<file path="config.mk">
export PLATFORM = sky130hd
export DESIGN_NAME = div_result_sink_flat
export DESIGN_NICKNAME = d
export VERILOG_FILES = /design/src/rtl/div_result_sink_if.sv /design/src/rtl/div_result_sink.sv /design/src/flat_wrapper.sv
export SDC_FILE = /design/constraint.sdc
export NUM_CORES = 1
export LEC_CHECK = 0
export ABC_AREA = 1
export CELL_PAD_IN_SITES_DETAIL_PLACEMENT = 1
export CELL_PAD_IN_SITES_GLOBAL_PLACEMENT = 1
export CORE_MARGIN = 3
export CORE_UTILIZATION = 38
export CTS_BUF_LIST = sky130_fd_sc_hd__clkbuf_4 sky130_fd_sc_hd__clkbuf_8
export CTS_CLUSTER_DIAMETER = 50
export DETAILED_ROUTE_END_ITERATION = 12
export PLACE_DENSITY = 0.77
export SLEW_MARGIN = 20
export SYNTH_ARGS = -nofsm -noshare
export SYNTH_HDL_FRONTEND = slang
export SYNTH_SLANG_ARGS = --single-unit
</file>
<file path="constraint.sdc">
create_clock -name CLK -period 7.53 [get_ports CLK]
set_input_delay 2.259 -clock CLK [delete_from_list [all_inputs] [get_ports CLK]]
set_output_delay 2.259 -clock CLK [all_outputs]
set_load 0.02 [all_outputs]
</file>
<file path="src/rtl/div_result_sink_if.sv">
// Result handshake between the last divider stage, the result sink and its consumer.
// The sink uses the slave modport; the driving environment uses master.
interface div_result_sink_if #(
  parameter int tamanyo = 32
);
  logic               Done_in;
  logic [tamanyo-1:0] Q_in;
  logic [tamanyo-1:0] ACCU_in;
  logic [tamanyo-1:0] M_in;
  logic               SignNum_in;
  logic               SignDen_in;
  logic               Ready;
  logic               Valid;
  logic [tamanyo-1:0] Coc;
  logic [tamanyo-1:0] Res;
  logic               DivZero;

  modport master (
    output Done_in, Q_in, ACCU_in, M_in, SignNum_in, SignDen_in, Ready,
    input  Valid, Coc, Res, DivZero
  );

  modport slave (
    input  Done_in, Q_in, ACCU_in, M_in, SignNum_in, SignDen_in, Ready,
    output Valid, Coc, Res, DivZero
  );
endinterface

</file>
<file path="src/rtl/div_result_sink.sv">
// Divider output stage: sign correction, divide-by-zero flagging, show-ahead FIFO with drop reporting.
// Optional drop counter output DropCnt is enabled by defining DIV_SINK_DROP_CNT_EN.
module div_result_sink #(
  parameter int tamanyo = 32,
  parameter int DEPTH   = 4
) (
  input  logic                       CLK,
  input  logic                       RSTa,
  input  logic                       Clear,
  div_result_sink_if.slave           bus,
  output logic                       Full,
  output logic [$clog2(DEPTH+1)-1:0] Count,
`ifdef DIV_SINK_DROP_CNT_EN
  output logic                       Overflow,
  output logic [15:0]                DropCnt
`else
  output logic                       Overflow
`endif
);

  localparam int PW = $clog2(DEPTH);
  localparam int CW = $clog2(DEPTH+1);

  logic [tamanyo-1:0] q_mem [DEPTH];
  logic [tamanyo-1:0] r_mem [DEPTH];
  logic [DEPTH-1:0]   z_mem;

  logic [PW-1:0]      wr_ptr;
  logic [PW-1:0]      rd_ptr;
  logic [CW-1:0]      count_q;
  logic               overflow_q;

  logic               push;
  logic               pop;
  logic               drop;
  logic               valid_w;
  logic               full_w;
  logic               div_zero_in;
  logic [tamanyo-1:0] q_conv;
  logic [tamanyo-1:0] r_conv;

  // A zero divisor overrides the sign handling with a fixed all-ones/zero result.
  always_comb begin
    div_zero_in = (bus.M_in == '0);
    q_conv      = (bus.SignNum_in ^ bus.SignDen_in) ? -bus.Q_in : bus.Q_in;
    r_conv      = bus.SignNum_in ? -bus.ACCU_in : bus.ACCU_in;
    if (div_zero_in) begin
      q_conv = '1;
      r_conv = '0;
    end
  end

  assign valid_w = (count_q != '0);
  assign full_w  = (count_q == CW'(DEPTH));
  assign pop     = valid_w && bus.Ready;
  // The pipeline cannot stall, so a full FIFO only accepts when the head leaves in the same cycle.
  assign push    = bus.Done_in && (!full_w || pop);
  assign drop    = bus.Done_in && full_w && !pop;

  always_ff @(posedge CLK) begin
    if (push) begin
      q_mem[wr_ptr]  <= q_conv;
      r_mem[wr_ptr]  <= r_conv;
      z_mem[wr_ptr]  <= div_zero_in;
    end
  end

  always_ff @(posedge CLK or negedge RSTa) begin
    if (!RSTa) begin
      wr_ptr  <= '0;
      rd_ptr  <= '0;
      count_q <= '0;
    end else begin
      if (push) wr_ptr <= wr_ptr + PW'(1);
      if (pop)  rd_ptr <= rd_ptr + PW'(1);
      case ({push, pop})
        2'b10:   count_q <= count_q + CW'(1);
        2'b01:   count_q <= count_q - CW'(1);
        default: count_q <= count_q;
      endcase
    end
  end

  // A drop in the same cycle as Clear takes priority so no loss goes unreported.
  always_ff @(posedge CLK or negedge RSTa) begin
    if (!RSTa) begin
      overflow_q <= 1'b0;
    end else if (drop) begin
      overflow_q <= 1'b1;
    end else if (Clear) begin
      overflow_q <= 1'b0;
    end
  end

`ifdef DIV_SINK_DROP_CNT_EN
  logic [15:0] drop_cnt_q;

  always_ff @(posedge CLK or negedge RSTa) begin
    if (!RSTa) begin
      drop_cnt_q <= '0;
    end else if (drop) begin
      if (Clear)
        drop_cnt_q <= 16'd1;
      else if (drop_cnt_q != 16'hFFFF)
        drop_cnt_q <= drop_cnt_q + 16'd1;
    end else if (Clear) begin
      drop_cnt_q <= '0;
    end
  end

  assign DropCnt = drop_cnt_q;
`endif

  assign bus.Valid   = valid_w;
  assign bus.Coc     = valid_w ? q_mem[rd_ptr] : '0;
  assign bus.Res     = valid_w ? r_mem[rd_ptr] : '0;
  assign bus.DivZero = valid_w ? z_mem[rd_ptr] : 1'b0;
  assign Full        = full_w;
  assign Count       = count_q;
  assign Overflow    = overflow_q;

endmodule

</file>
<file path="src/flat_wrapper.sv">
// flat-port wrapper written by rule: the top's interface ports become plain ports
module div_result_sink_flat 
#(
  parameter int tamanyo = 32,
  parameter int DEPTH   = 4
)
  (CLK, RSTa, Clear, Full, Count, Overflow, bus_Done_in, bus_Q_in, bus_ACCU_in, bus_M_in, bus_SignNum_in, bus_SignDen_in, bus_Ready, bus_Valid, bus_Coc, bus_Res, bus_DivZero);
  div_result_sink_if #(.tamanyo(tamanyo)) bus_i ();
  input  logic CLK;
  input  logic RSTa;
  input  logic Clear;
  output logic Full;
  output logic [$clog2(DEPTH+1)-1:0] Count;
  output logic Overflow;
  input wire logic [$bits(bus_i.Done_in)-1:0] bus_Done_in;
  input wire logic [$bits(bus_i.Q_in)-1:0] bus_Q_in;
  input wire logic [$bits(bus_i.ACCU_in)-1:0] bus_ACCU_in;
  input wire logic [$bits(bus_i.M_in)-1:0] bus_M_in;
  input wire logic [$bits(bus_i.SignNum_in)-1:0] bus_SignNum_in;
  input wire logic [$bits(bus_i.SignDen_in)-1:0] bus_SignDen_in;
  input wire logic [$bits(bus_i.Ready)-1:0] bus_Ready;
  output wire logic [$bits(bus_i.Valid)-1:0] bus_Valid;
  output wire logic [$bits(bus_i.Coc)-1:0] bus_Coc;
  output wire logic [$bits(bus_i.Res)-1:0] bus_Res;
  output wire logic [$bits(bus_i.DivZero)-1:0] bus_DivZero;
  assign bus_i.Done_in = bus_Done_in;
  assign bus_i.Q_in = bus_Q_in;
  assign bus_i.ACCU_in = bus_ACCU_in;
  assign bus_i.M_in = bus_M_in;
  assign bus_i.SignNum_in = bus_SignNum_in;
  assign bus_i.SignDen_in = bus_SignDen_in;
  assign bus_i.Ready = bus_Ready;
  assign bus_Valid = bus_i.Valid;
  assign bus_Coc = bus_i.Coc;
  assign bus_Res = bus_i.Res;
  assign bus_DivZero = bus_i.DivZero;
  div_result_sink #(.tamanyo(tamanyo), .DEPTH(DEPTH)) u_core (.CLK(CLK), .RSTa(RSTa), .Clear(Clear), .bus(bus_i), .Full(Full), .Count(Count), .Overflow(Overflow));
endmodule
</file>
# Word-level counts from Yosys, hierarchy flattened
# Memories as Yosys holds them, arrays and structs flattened.
# Cells that the tools add are included.
[word_totals]
register_bits = 12
latch_bits = 0
ramBits = 256
mem_bits_ro = 0
inputBits = 103
out_inout_bits = 71
wordCells = 49
memories = 2
[memory_table]
columns = ["name", "depth", "width", "rd", "rd_ports_with_merged_regs", "write_ports", "line", "text"]
rows = [
  ["u_core.q_mem", 4, 32, 1, 0, 1, "div_result_sink.sv:24", "logic [tamanyo-1:0] q_mem [DEPTH];"],
  ["u_core.r_mem", 4, 32, 1, 0, 1, "div_result_sink.sv:25", "logic [tamanyo-1:0] r_mem [DEPTH];"],
]
[op_classes]
addsub = 6
n_mul = 0
div_mod_pow = 0
order_cmp = 3
eq_ne = 3
n_shift = 0
n_mux = 17
n_bitwise = 1
reduce_logical = 12
[op_table]
columns = ["op", "count"]
rows = [
  ["32-bit 2-to-1 mux", 6],
  ["32-bit negator", 2],
  ["32-bit logical NOT", 1],
  ["1-bit 2-to-1 mux", 7],
  ["2-bit by 3-bit < comparator with 1-bit output, second input constant", 2],
  ["3-bit one-hot mux with 2 select lines", 1],
  ["1-bit logical AND", 5],
  ["2-bit by 1-bit adder with 2-bit output, second input constant", 2],
  ["4-bit bitwise mux", 1],
  ["2-bit nonzero test", 2],
  ["3-bit by 1-bit adder with 3-bit output, second input constant", 1],
  ["3-bit == test, second input constant", 1],
  ["3-bit nonzero test", 1],
  ["3-bit by 1-bit subtractor with 3-bit output, second input constant", 1],
  ["1-bit binary-select mux with 2-bit select", 1],
  ["1-bit demux with 2-bit select", 1],
  ["2-bit by 1-bit == test with 1-bit output, second input constant", 1],
  ["2-bit == test, second input constant", 1],
  ["2-bit by 1-bit greater-or-equal comparator with 1-bit output, second input constant", 1],
  ["1-bit logical NOT", 2],
  ["1-bit logical OR", 1],
  ["1-bit bitwise XOR", 1],
]

# Logic depth before layout (Yosys ltp)
# Gate-level depths: netlist of the first run.
[logic_depth]
word_depth = 6
mapped_depth = 10

# Least setup slack after synthesis of the first run
# OpenSTA, ideal clock, no wires.
[synth_path]
kind = "input to register"
startpoint = "input port bus_Ready"
endpoint = "memory u_core.q_mem[0][0], enable pin"
setup_time_ps = 489
arrival_time_ps = 5257
required_ps = 7041
setup_slack_ps = 1784
cell_stages = 4
path_buffers = 0
cell_sequence = "inv_1 > nand2_1 > nand2_1 > nor2_1"
[synth_between]
elab_chain_cells = 5
[synth_rtl]
columns = ["item", "line", "text"]
rows = [
  ["from (decl)", "flat_wrapper.sv:21", "input wire logic [$bits(bus_i.Ready)-1:0] bus_Ready;"],
  ["1-bit logical AND", "div_result_sink.sv:55", "assign pop = valid_w && bus.Ready;"],
  ["1-bit logical OR", "div_result_sink.sv:57", "assign push = bus.Done_in && (!full_w || pop);"],
  ["1-bit logical AND", "div_result_sink.sv:57", ""],
  ["1-bit 2-to-1 mux", "div_result_sink.sv:61", "if (push) begin"],
  ["1-bit 2-to-1 mux (implied by the code)", "div_result_sink.sv:62", "q_mem[wr_ptr] <= q_conv;"],
  ["to (decl)", "div_result_sink.sv:24", ""],
]
# Every way passes these cells.

# Final worst setup path of the first run
[layout_path]
startpoint = "register u_core.rd_ptr[0]"
endpoint = "output port bus_Coc[10]"
[layout_between]
elab_chain_cells = 2
[layout_rtl]
columns = ["item", "line", "text"]
rows = [
  ["from (decl)", "div_result_sink.sv:29", "logic [PW-1:0] rd_ptr;"],
  ["from (signal assigned)", "div_result_sink.sv:75", "if (pop) rd_ptr <= rd_ptr + PW'(1);"],
  ["memory read 4 x 32 bit", "--", ""],
  ["32-bit 2-to-1 mux", "div_result_sink.sv:115", "assign bus.Coc = valid_w ? q_mem[rd_ptr] : '0;"],
  ["to (decl)", "flat_wrapper.sv:23", "output wire logic [$bits(bus_i.Coc)-1:0] bus_Coc;"],
]
# Every way passes these cells.

==> results_dict.tcl, run 1 <==
set metrics [dict create \
    status "completed" \
    postCtsSetupBuffers 0 \
    grt_pass1_vias 10742 \
    numCtsBuffers 44 \
    synth_area_per_cell_sq_um 9.49 \
    synth_seq_cells 268 \
    fillers 3751 \
    grtUsageTotal 0.201 \
    dpl.hpwl_microns 24300 \
    clock_sinks 268 \
    die_y_microns 189 \
    synth.most_common_cell "nor2_1" \
    floorplan.initialDensity 0.388 \
    timing.max_cap.violations 0 \
    synthXorXnorAreaFrac 0.00817 \
    worst_pin_slew_ns 1.05 \
    register_area_sq_um 8010 \
    multiInputGateArea_sq_um 4150 \
    yosysWarningCount 0 \
    cp.required_ns 5.27 \
    layout_min_cycle_time_ns 5.85 \
    relSlewSlack 0.298 \
    initialDrtViolationCount 703 \
    grt_max_degree 70 \
    synth-main-ff-cell "edfxtp_1" \
    coreArea_sq_um 32800 \
    synth_largest_area_cell "edfxtp_1" \
    cts_hold_buf 0 \
    crit_path_start_kind "flop" \
    hold_violations 0 \
    syn-instance-count 1340 \
    antennaDiodeCount 0 \
    setup_viol 0 \
    gr-total-overflow 0 \
    skew_ns 0.0248 \
    fmax_mhz 171 \
    cts_tree "done" \
    cp_data_arrival_time_ns 3.59 \
    synth-async-reset-ratio 0.0299 \
    cts.htree.levels 2 \
    synth_edf_count 260 \
    vias 10209 \
    crit_type "reg -> out" \
    tns_ns 0 \
    clkLatencyLatePin_ns 0.55 \
    nets 1623 \
    synth_top_family_by_area "simple AND/OR/NAND/NOR gates" \
    syn-num-nets 1451 \
    drcViolationCount 0 \
    ctsRootBufferMaster "clkbuf_8" \
    cts_resized 0 \
    synth_commonest_cells "nor2_1, edfxtp_1, o21ai_0" \
    drt-vias-per-instance 5.14 \
    hold_path_class "reg -> reg" \
    synth-seq-area-share 0.630 \
    cp-end-kind "primary output" \
    portBuffers 173 \
    die_w_microns 189 \
    power.density_nw_per_um2 383 \
    clk_pin_slew_ns 0.06 \
    path_max_fanout 65 \
    ys_top_cells_by_area "edfxtp_1, nor2_1, o21ai_0, nand2_1, a21oi_1" \
    grt_antenna_before_repair 0 \
    clock_path_buffers 3 \
    slew_violations 0 \
    leakagePower_nw 5.83 \
    rsz0062_at_grt "false" \
    hold_depth 2 \
    routed_wl_microns 36300 \
    grt_pass1_wl_microns 57100 \
    die-area_sq_um 35700 \
    synth_compound_area_frac 0.104 \
    synthDominantCellAreaShare 0.614 \
    wl_per_cell_microns 18.3 \
    place_ws_ns 2.19 \
    rows 66 \
    netlist_area_sq_um 12700 \
    place_congestion 0.864 \
    synth_fa_ha_area_frac 0.00846 \
    ir_drop_v 0.000220 \
    layout-drive-gt1-share 0.0634 \
    ys_types 29 \
    synth.area.mux_share 0 \
    timing.final.crit_share 0.777 \
    synth-simple-area-share 0.202 \
    pin_count 174 \
    drtAntennaViolNets 0 \
    rr_worst_depth 6 \
    areaGrowthSynthToFinish_pct 24.4 \
    firstDrtPassIters 4 \
    worst_slack_ns 1.68 \
]
-- report_power, final --
group          total, mW  switching (mW)  internal, mW
clock               1.26           0.560         0.700
combinational       2.67            1.67          1.00
sequential          2.12           0.130          1.99
total               6.05            2.36          3.69
-- kinds of logic after synthesis --
| logic type | after synthesis |
|---|---|
| flip-flops | 268 |
| adder cells (fa/ha/maj) | 8 |
| AND/OR/NAND/NOR | 640 |
| buffers and inverters | 150 |
| XOR/XNOR | 11 |
| AO/OA/AOI/OAI | 263 |
-- cell usage in the layout (no fill, tap or decap), types with 2 or more instances in the layout --
| cell | synthesis | routed |
|---|---|---|
| a21oi_1 | 90 | 90 |
| o211ai_1 | 3 | 3 |
| nand2_1 | 143 | 143 |
| dfrtp_1 | 8 | 6 |
| o21ai_1 | 4 | 4 |
| nand4_1 | 12 | 12 |
| nor3_1 | 14 | 13 |
| clkinv_2 | 0 | 6 |
| buf_16 | 0 | 2 |
| clkdlybuf4s50_1 | 0 | 173 |
| a31oi_1 | 2 | 2 |
| ha_1 | 7 | 7 |
| nor2_4 | 0 | 4 |
| nand3_1 | 82 | 82 |
| o21ai_0 | 163 | 163 |
| clkinv_1 | 0 | 12 |
| nand2_2 | 2 | 2 |
| clkbuf_4 | 0 | 11 |
| nor2_1 | 383 | 379 |
| edfxtp_1 | 260 | 260 |
| inv_1 | 84 | 83 |
| inv_2 | 2 | 2 |
| nand3b_1 | 2 | 2 |
| clkbuf_8 | 0 | 47 |
| buf_4 | 1 | 14 |
| bufinv_16 | 0 | 2 |
| xor2_1 | 9 | 9 |
-- worst paths after layout --
kind | start | endpoint | slack [ns]
max | u_core.rd_ptr[0] | bus_Coc[10] | 1.68
min | u_core.Overflow | u_core.Overflow | 0.54
max reg2reg | u_core.Count[2] | u_core.q_mem[0][28] | 4.70
min reg2reg | u_core.Overflow | u_core.Overflow | 0.54
max in group asynchronous | RSTa | u_core.rd_ptr[0] | 5.17
min in group asynchronous | RSTa | u_core.Count[2] | 2.03
-- worst max-delay path, cell delays in order (launching register included) --
cell             delay [ns]
dfrtp_4                0.75
inv_2                  0.53
buf_4                  0.55
o21ai_0                0.23
a21oi_1                0.29
clkdlybuf4s50_1        0.69
-- flip-flops by register name, summed over array words and instances (netlist names) --
register and cells:
u_core.Count 3, u_core.wr_ptr 2, u_core.Overflow 1, u_core.z_mem 4, u_core.rd_ptr 2, u_core.r_mem 128, u_core.q_mem 128
-- layer usage --
layer	global-route usage	vias to the layer above	share of wire
li1	-	4923	-
met1	0.257	4965	0.44
met2	0.350	255	0.49
met3	0.0293	66	0.041
met4	0.0705	0	0.028
met5	0	-	0
-- per-stage QoR --
stage	power, mW	cell area (sq um)	utilization	cells	hold slack (ns)
final	6.05	15800	0.483	1987	0.538
after global routing	6.44	15800	0.483	1987	0.595
after CTS	6.13	15800	0.482	1986	0.538
after detailed placement	4.85	14900	0.455	1907	0.521
after global placement	4.77	14900	0.454	1906	0.519
after floorplan	3.63	12700	-	1340	0.557
-- area by class of cell --
class                           instances  area share
Clock buffer                           58      0.0461
Timing Repair Buffer                  190       0.121
Multi-Input combinational cell        922       0.262
Sequential cell                       268       0.506
Inverter                               86      0.0205
Tap cell                              442      0.0350
Clock inverter                         21     0.00925
Power figures use the tool's default switching activity.
==> run 2, diff against run 1 <==
- clock period: 7.53 -> 5.4 ns (I/O delays scaled with it)
==> run 2 against run 1 <==
Compared with the run above: combinational power increased by 42%; sequential share of layout area decreased by 0.14 points; worst hold slack got worse by 0.011 ns; critical path type unchanged.
==> results_dict.tcl, run 2 (synthesized netlist as in run 1, its figures left out) <==
set metrics [dict create \
    clock_path_buffers 3 \
    wl_per_cell_microns 18.7 \
    cp_slowest_stage_delay_ns 0.88 \
    reg.largest.list "u_core.q_mem: 128 flops, u_core.r_mem: 128 flops, u_core.z_mem: 4 flops" \
    place_ws_ns 1.06 \
    grtUsageTotal 0.204 \
    cts.htree.levels 2 \
    ctsRootBufferMaster "clkbuf_8" \
    numCtsBuffers 45 \
    pin_count 174 \
    crit_type "reg -> out" \
    areaGrowthSynthToFinish_pct 24.8 \
    clk_pin_slew_ns 0.06 \
    dpl.hpwl_microns 25000 \
    cts_resized 0 \
    drcViolationCount 0 \
    path_max_fanout 63 \
    setup_viol 0 \
    crit_chain "buf_4 > nor2_1 > nor2_1 > o21ai_0 > a21oi_1 > clkdlybuf4s50_1" \
    multiInputGateArea_sq_um 4150 \
    die_w_microns 189 \
    slew_violations 0 \
    crit_path_start_kind "flop" \
    endpoint "bus_Coc[10]" \
    skew_ns 0.0157 \
    nets 1627 \
    register_area_sq_um 8010 \
    postCtsSetupBuffers 0 \
    firstDrtPassIters 5 \
    die_y_microns 189 \
    relSlewSlack 0.344 \
    rr_worst_depth 9 \
    critPathSlowestCell "dfrtp_4" \
    cp-end-kind "primary output" \
    grtUsageMet1 0.255 \
    layout.cells.most_common "nor2_1" \
    fillers 3726 \
    cp.required_ns 3.78 \
    layout_common_cells "nor2_1, edfxtp_1, clkdlybuf4s50_1" \
    hold_path_class "reg -> reg" \
    hold_violations 0 \
    drtAntennaViolNets 0 \
    startpoint "u_core.rd_ptr[0]" \
    status "completed" \
    grt_max_degree 68 \
    antennaDiodeCount 0 \
    initialDrtViolationCount 619 \
    layout-drive-gt1-share 0.0652 \
    power.density_nw_per_um2 537 \
    worst_r2r_endpoint "u_core.Count[2]" \
    fmax_mhz 204 \
    vias 10414 \
    met2_usage 0.360 \
    portBuffers 173 \
    dpl_cell_area_sq_um 15000 \
    layout_min_cycle_time_ns 4.90 \
    rows 66 \
    grt_pass1_wl_microns 57700 \
    routed_wl_microns 37300 \
    die-area_sq_um 35700 \
    worstReg2RegStart "u_core.Count[0]" \
    ir_drop_v 0.000356 \
    worst_slack_ns 0.504 \
    rsz0062_at_grt "false" \
    gr-total-overflow 0 \
    timing.final.crit_share 0.907 \
    coreArea_sq_um 32800 \
    use_met3 0.0354 \
    busiest_layer "met2" \
    leakagePower_nw 5.84 \
    place_congestion 0.862 \
    regToRegSetupSlack_ns 2.84 \
    clock_sinks 268 \
    clkLatencyLatePin_ns 0.55 \
    worst_pin_slew_ns 0.983 \
    cp_common_cell "nor2_1" \
    cts_tree "done" \
    cp_data_arrival_time_ns 3.28 \
    cts_hold_buf 0 \
    grt_pass1_vias 10818 \
    timing.max_cap.violations 0 \
    final_area_sq_um 15900 \
    drt-vias-per-instance 5.23 \
    grt_antenna_before_repair 0 \
    tns_ns 0 \
    floorplan.initialDensity 0.388 \
]
-- run 2: cell count changes in the layout (fill, tap and decap cells not counted), sizes merged --
cell and delta:
inv +1, clkbuf +1, buf +3
-- run 2: layer usage --
metal | up-vias | part of all wire | wire length (microns)
met2 | 302 | 0.50 | 18500
met4 | 0 | 0.025 | 942
met3 | 70 | 0.056 | 2070
met5 | - | 0 | 0
met1 | 5113 | 0.42 | 15800
li1 | 4929 | - | -
-- run 2: worst min path at each step --
stage                                 from               end  slack (ns)  cells past startpoint
after floorplan           u_core.wr_ptr[1]  u_core.wr_ptr[1]        0.56                      2
after global placement     u_core.Overflow   u_core.Overflow        0.52                      2
after detailed placement   u_core.Overflow   u_core.Overflow        0.53                      2
after CTS                  u_core.Overflow   u_core.Overflow        0.53                      2
after global routing       u_core.Overflow   u_core.Overflow        0.57                      2
final                      u_core.Overflow   u_core.Overflow        0.53                      2
-- run 2: power by group --
group          switching, mW  internal [mW]
combinational           2.37           1.41
sequential             0.183           2.77
clock                  0.801          0.983
total                   3.35           5.17
-- run 2: through the flow --
| step | util | power [mW] | hold WS, ns | instances |
|---|---|---|---|---|
| 2_1_floorplan | - | 5.07 | 0.557 | 1340 |
| 3_3_place_gp | 0.457 | 6.69 | 0.515 | 1911 |
| 3_5_place_dp | 0.457 | 6.83 | 0.532 | 1911 |
| 4_1_cts | 0.484 | 8.63 | 0.530 | 1992 |
| 5_1_grt | 0.484 | 9.04 | 0.567 | 1992 |
| 6_report | 0.484 | 8.52 | 0.527 | 1992 |
-- run 2: cell type report --
type	count	share of cell area
Clock buffer	59	0.0461
Timing Repair Buffer	193	0.123
Tap cell	442	0.0349
Inverter	86	0.0204
Multi-Input combinational cell	922	0.261
Sequential cell	268	0.505
Clock inverter	22	0.00986
-- run 2: worst max-delay path, delay by kind of cell, from the launching register on --
kind            cells  cell delay, ns
flops               1            0.88
buf+inv             2            1.17
compound gates      2            0.45
simple gates        2            0.21
